$ cat src/rtl/divider_sd_if.sv
// rtl/divider_sd_if.sv - start/idle handshake and result bundle for divider_sd
interface divider_sd_if #(
    parameter int WIDTH = 32
);
    logic             strt;
    logic             sgn;
    logic [WIDTH-1:0] dividend;
    logic [WIDTH-1:0] divisor;
    logic [WIDTH-1:0] quotient;
    logic [WIDTH-1:0] remainder;
    logic             not_valid;
    logic             ovf;
    logic             done;
    logic             idle;

    modport master (
        output strt, sgn, dividend, divisor,
        input  quotient, remainder, not_valid, ovf, done, idle
    );

    modport slave (
        input  strt, sgn, dividend, divisor,
        output quotient, remainder, not_valid, ovf, done, idle
    );
endinterface

$ cat src/rtl/divider_sd.sv
// rtl/divider_sd.sv - sequential restoring signed/unsigned divider, one bit per cycle
module divider_sd #(
    parameter int WIDTH = 32
) (
    input logic        clk,
    input logic        rst,
    divider_sd_if.slave bus
);
    localparam int CW = $clog2(WIDTH + 1);
    localparam logic [WIDTH-1:0] MIN = {1'b1, {(WIDTH-1){1'b0}}};

    typedef enum logic [1:0] {IDLE, CALC, FIX} state_t;

    state_t           state;
    state_t           state_nxt;
    logic [CW-1:0]    cnt;
    logic             sgn_r;
    logic             dsign;
    logic             vsign;
    logic             zero_r;
    logic             ovf_r;
    logic [WIDTH-1:0] quo;
    logic [WIDTH-1:0] dsr;
    logic [WIDTH:0]   prem;

    logic [WIDTH:0]   shifted;
    logic [WIDTH:0]   prem_step;
    logic             fits;
    logic [WIDTH-1:0] q_fix;
    logic [WIDTH-1:0] r_fix;

    always_ff @(posedge clk) begin
        if (rst) state <= IDLE;
        else     state <= state_nxt;
    end

    always_comb begin
        state_nxt = state;
        case (state)
            IDLE: if (bus.strt) state_nxt = (bus.divisor == '0) ? FIX : CALC;
            CALC: if (cnt == CW'(1)) state_nxt = FIX;
            FIX:  state_nxt = IDLE;
            default: state_nxt = IDLE;
        endcase
    end

    // quo doubles as the shifting dividend; it ends up holding the quotient magnitude
    always_comb begin
        shifted   = {prem[WIDTH-1:0], quo[WIDTH-1]};
        fits      = shifted >= {1'b0, dsr};
        prem_step = fits ? (shifted - {1'b0, dsr}) : shifted;
        q_fix     = (sgn_r && (dsign ^ vsign)) ? -quo : quo;
        r_fix     = (sgn_r && dsign) ? -prem[WIDTH-1:0] : prem[WIDTH-1:0];
    end

    always_ff @(posedge clk) begin
        if (rst) begin
            cnt           <= '0;
            sgn_r         <= 1'b0;
            dsign         <= 1'b0;
            vsign         <= 1'b0;
            zero_r        <= 1'b0;
            ovf_r         <= 1'b0;
            quo           <= '0;
            dsr           <= '0;
            prem          <= '0;
            bus.quotient  <= '0;
            bus.remainder <= '0;
            bus.not_valid <= 1'b0;
            bus.ovf       <= 1'b0;
            bus.done      <= 1'b0;
        end else begin
            bus.done <= 1'b0;
            case (state)
                IDLE: begin
                    if (bus.strt) begin
                        sgn_r  <= bus.sgn;
                        dsign  <= bus.sgn & bus.dividend[WIDTH-1];
                        vsign  <= bus.sgn & bus.divisor[WIDTH-1];
                        zero_r <= (bus.divisor == '0);
                        ovf_r  <= bus.sgn && (bus.dividend == MIN) && (bus.divisor == '1);
                        prem   <= '0;
                        cnt    <= CW'(WIDTH);
                        dsr    <= (bus.sgn && bus.divisor[WIDTH-1]) ? -bus.divisor : bus.divisor;
                        // divide-by-zero keeps the raw dividend for the remainder output
                        if (bus.divisor == '0)
                            quo <= bus.dividend;
                        else
                            quo <= (bus.sgn && bus.dividend[WIDTH-1]) ? -bus.dividend : bus.dividend;
                    end
                end
                CALC: begin
                    prem <= prem_step;
                    quo  <= {quo[WIDTH-2:0], fits};
                    cnt  <= cnt - CW'(1);
                end
                FIX: begin
                    bus.done <= 1'b1;
                    if (zero_r) begin
                        bus.quotient  <= '1;
                        bus.remainder <= quo;
                        bus.not_valid <= 1'b1;
                        bus.ovf       <= 1'b0;
                    end else begin
                        bus.quotient  <= q_fix;
                        bus.remainder <= r_fix;
                        bus.not_valid <= 1'b0;
                        bus.ovf       <= ovf_r;
                    end
                end
                default: ;
            endcase
        end
    end

    assign bus.idle = (state == IDLE);
endmodule

$ cat src/flat_wrapper.sv
// flat-port wrapper written by rule: the top's interface ports become plain ports
module divider_sd_flat 
#(
    parameter int WIDTH = 32
)
  (clk, rst, bus_strt, bus_sgn, bus_dividend, bus_divisor, bus_quotient, bus_remainder, bus_not_valid, bus_ovf, bus_done, bus_idle);
  divider_sd_if #(.WIDTH(WIDTH)) bus_i ();
  input logic clk;
  input logic rst;
  input wire logic [$bits(bus_i.strt)-1:0] bus_strt;
  input wire logic [$bits(bus_i.sgn)-1:0] bus_sgn;
  input wire logic [$bits(bus_i.dividend)-1:0] bus_dividend;
  input wire logic [$bits(bus_i.divisor)-1:0] bus_divisor;
  output wire logic [$bits(bus_i.quotient)-1:0] bus_quotient;
  output wire logic [$bits(bus_i.remainder)-1:0] bus_remainder;
  output wire logic [$bits(bus_i.not_valid)-1:0] bus_not_valid;
  output wire logic [$bits(bus_i.ovf)-1:0] bus_ovf;
  output wire logic [$bits(bus_i.done)-1:0] bus_done;
  output wire logic [$bits(bus_i.idle)-1:0] bus_idle;
  assign bus_i.strt = bus_strt;
  assign bus_i.sgn = bus_sgn;
  assign bus_i.dividend = bus_dividend;
  assign bus_i.divisor = bus_divisor;
  assign bus_quotient = bus_i.quotient;
  assign bus_remainder = bus_i.remainder;
  assign bus_not_valid = bus_i.not_valid;
  assign bus_ovf = bus_i.ovf;
  assign bus_done = bus_i.done;
  assign bus_idle = bus_i.idle;
  divider_sd #(.WIDTH(WIDTH)) u_core (.clk(clk), .rst(rst), .bus(bus_i));
endmodule
$ cat config.mk
export PLATFORM = sky130hd
export DESIGN_NAME = divider_sd_flat
export DESIGN_NICKNAME = d
export VERILOG_FILES = /design/src/rtl/divider_sd_if.sv /design/src/rtl/divider_sd.sv /design/src/flat_wrapper.sv
export SDC_FILE = /design/constraint.sdc
export NUM_CORES = 1
export LEC_CHECK = 0
export CAP_MARGIN = 15
export CORE_MARGIN = 2
export CORE_UTILIZATION = 50
export DETAILED_ROUTE_END_ITERATION = 10
export PLACE_DENSITY = 0.73
export SYNTH_ARGS = -nofsm -noshare
export SYNTH_HDL_FRONTEND = slang
export SYNTH_SLANG_ARGS = --single-unit
$ cat constraint.sdc
create_clock -name clk -period 8.1 [get_ports clk]
set_input_delay 0.81 -clock clk [delete_from_list [all_inputs] [get_ports clk]]
set_output_delay 0.81 -clock clk [all_outputs]
set_load 0.01 [all_outputs]
==> summary.md <==
* root buffer cell: clkbuf_16
* net count of the mapped netlist: 1,530
* antenna diode count: 0
* minimum clock period: 3830 ps
* cell taking the most area after synthesis: dfxtp_1
* number of library cell types mapped by synthesis: 63
* clock latency at the later pin of the worst-skew pair: 430 ps
* commonest register cell after synthesis: dfxtp_1
* required arrival time at the worst endpoint: 8370 ps
* utilization after layout: 0.597
* fraction of layout cells with a size suffix above 1: 0.0393
* die width: 152 um
* die area: 23,100 um^2
* result of the run: complete, no violations
* Max Fanout on Critical Path: 25
* floorplan core area: 21,700 um^2
* pre-CTS setup slack: 3950 ps
* Clock Skews: 13.6 ps
* arrival time of data at the critical path endpoint: 4100 ps
* post-CTS setup repair buffer count: 0
* number of resized instances in the post-cts repair step: 0
* number of cells produced by synthesis: 1,422
* Pwr per Cell Area: 176 nW/um^2
* die span in y: 152 um
* nature of the critical path endpoint: register
* Setup Total Neg Slack: 0 ps
* synthesized area per cell: 7.71 um^2
* final weighted congestion in routability-driven placement: 0.934
* largest net degree at the start of global routing: 104
* Critical Setup Path Class: reg2reg
* number of nets with antenna violations after detailed routing: 0
* CTS sink count: 176
* number of buffers inserted during clock tree synthesis: 17
* global route total overflow: 0
* number of maximum-capacitance violations: 0
* static leakage: 4.63 nW
* register area share after synthesis: 0.321
* maximum buffer depth of the clock tree: 2
* EDFF count, synth: 0
* Final setup violation count: 0
* detailed-routing iteration count for the pre-antenna-repair pass: 5
* cell-by-cell trace of the critical path: ha_1 > nand3_1 > nor3_1 > a2111oi_0 > o221ai_1 > a211oi_1 > o21bai_2 > buf_4 > a222oi_1 > nor2_1
* number of violations reported at the end of detailed-routing iteration 0: 960
* Row Count: 54
* CP startpoint kind: register
* critical path's slowest cell: a2111oi_0
* TritonCTS clock tree: yes
* placed wire-length estimate after detailed placement: 24.3 mm
* mean routed wirelength per cell: 18.3 um
* Relative slew margins: 0.276
* number of port buffers: 135
* Design Area, Final: 12,900 um^2
* vias in the first global route: 9,900
* via-per-instance ratio: 6.05
* count of unresolved DRC violations after routing: 0
* Vias: 10.8k
* number of levels in the clock H-tree: 4
* final number of max-transition violations: 0
* cell area after placement: 12,400 um^2
* Area Growth Syn to Fin: 18.1%
* worst setup margin: 4270 ps
* worst-case hold slack: 452 ps
* overall routed net length: 32.5 mm
* setup repair after global routing missed its margin: no
* slew at the pin with the worst max-slew slack: 1090 ps
* hold violation total from the final report: 0
* number of storage elements in the synthesis netlist: 176
* Yosys warning total: 0
* commonest non-fill, non-tap cells in the layout: dfxtp_1 (176), nand2_1 (162), nor2_1 (139)
* number of hold buffers added after CTS: 0
* top-level port count: 136
* largest voltage drop on the vdd net: 135 uV
* clock-pin slew of the registers on the worst-case setup and hold paths: 70 ps
* proportion of register bits with asynchronous set or reset after synthesis: 0
* fillers: 2,026
* post-synth design cell area: 11,000 um^2
* hold crit path type: reg2reg
* Crit path max-delay family: compound AO/OA/AOI/OAI gates
* fin nets: 1,597
* maximum clock frequency: 261 MHz
* worst stage delay on the critical path: 670 ps
* buffering stage count on the worst path with inverters included: 1
* final period utilization: 0.473
* overall routing resource usage: 0.275
* antenna violations before repair: 1
* ranking of synthesized cells by area: dfxtp_1 (32%), xor2_1 (5.6%), nand2_1 (5.5%)
* Synth top area share: 0.321
* effective utilization at floorplan: 0.505
* wire length of the first global-routing pass: 51.9 mm
* most common cell after layout, fill and taps aside: dfxtp_1
[tightest hold or removal path: stages, from the launching register on]
cell and delay (ps):
dfxtp_1 310, nand2_1 50, a21oi_1 50
[Yosys cell counts (4+ instances only)]
library cell,count
nor2_1,140
clkbuf_1,85
ha_1,39
and3_1,5
a21oi_1,112
nor2b_1,5
nand4_1,11
o211ai_1,20
o21ai_0,89
mux2i_1,12
a211oi_1,52
o21bai_1,5
a32oi_1,8
or3_1,20
a22oi_1,35
xnor2_1,68
o22ai_1,30
xor2_1,70
buf_1,8
a311oi_1,17
nor3_1,21
and2_1,8
inv_1,53
or4_1,8
nand3_1,22
o41ai_1,10
o31ai_1,20
nor3b_1,5
a21o_1,18
nor4_1,21
a31oi_1,9
nand2_1,162
dfxtp_1,176
nand2b_1,10
o21a_1,5
buf_2,4
[area by class of cell]
type	instances	area, um^2	area share
clock buffers	22	484	0.0374
multi-input cells	1095	6890	0.532
clock inverters	9	73.8	0.00570
repair buffers	146	1430	0.111
well taps	280	350	0.0271
inverters	53	199	0.0154
flip-flops and latches	176	3520	0.272
[path summary, 6_finish.rpt]
path,start,endpoint,slack (ps),cells after the start
max,u_core.prem[9],u_core.quo[0],4270,10
min,u_core.bus.remainder[31],u_core.bus.remainder[31],450,2
max reg2reg,u_core.prem[9],u_core.quo[0],4270,10
min reg2reg,u_core.bus.remainder[31],u_core.bus.remainder[31],450,2
[metrics by stage]
| stage | power (mW) | instances |
|---|---|---|
| 4_1_cts | 2.27 | 1781 |
| 3_5_place_dp | 1.50 | 1750 |
| 6_report | 2.28 | 1781 |
| 2_1_floorplan | 1.32 | 1422 |
| 3_3_place_gp | 1.49 | 1750 |
| 5_1_grt | 2.38 | 1781 |
[kinds of logic after synthesis]
group | count (synthesis) | share of synthesized area
AND/OR/NAND/NOR | 452 | 0.191
AO/OA/AOI/OAI | 451 | 0.265
flip-flops | 176 | 0.321
buffers and inverters | 151 | 0.0525
XOR/XNOR | 138 | 0.110
adder cells (fa/ha/maj) | 40 | 0.0463
multiplexers | 14 | 0.0134
[sequential cells by signal, indices dropped and copies added (netlist names)]
signal and flops:
u_core.prem 32, u_core.bus.not_valid 1, u_core.vsign 1, u_core.bus.remainder 32
u_core.quo 32, u_core.dsign 1, u_core.sgn_r 1, u_core.bus.ovf 1
u_core.bus.done 1, u_core.cnt 6, u_core.state 2, u_core.zero_r 1
u_core.dsr 32, u_core.bus.quotient 32, u_core.ovf_r 1
[report_power, final]
group	total, mW	internal (mW)	switching, mW
combinational	0.510	0.210	0.300
clock	0.790	0.428	0.361
sequential	0.980	0.914	0.0666
total	2.28	1.55	0.728
[layer usage]
| layer | vias to the layer above | track usage | share of wire |
|---|---|---|---|
| met4 | 0 | 0.0810 | 0.022 |
| met5 | - | 0 | 0 |
| met1 | 5050 | 0.394 | 0.46 |
| met3 | 40 | 0.0482 | 0.069 |
| li1 | 5267 | - | - |
| met2 | 424 | 0.423 | 0.45 |
Note: power is estimated with default switching activity, not from simulation.
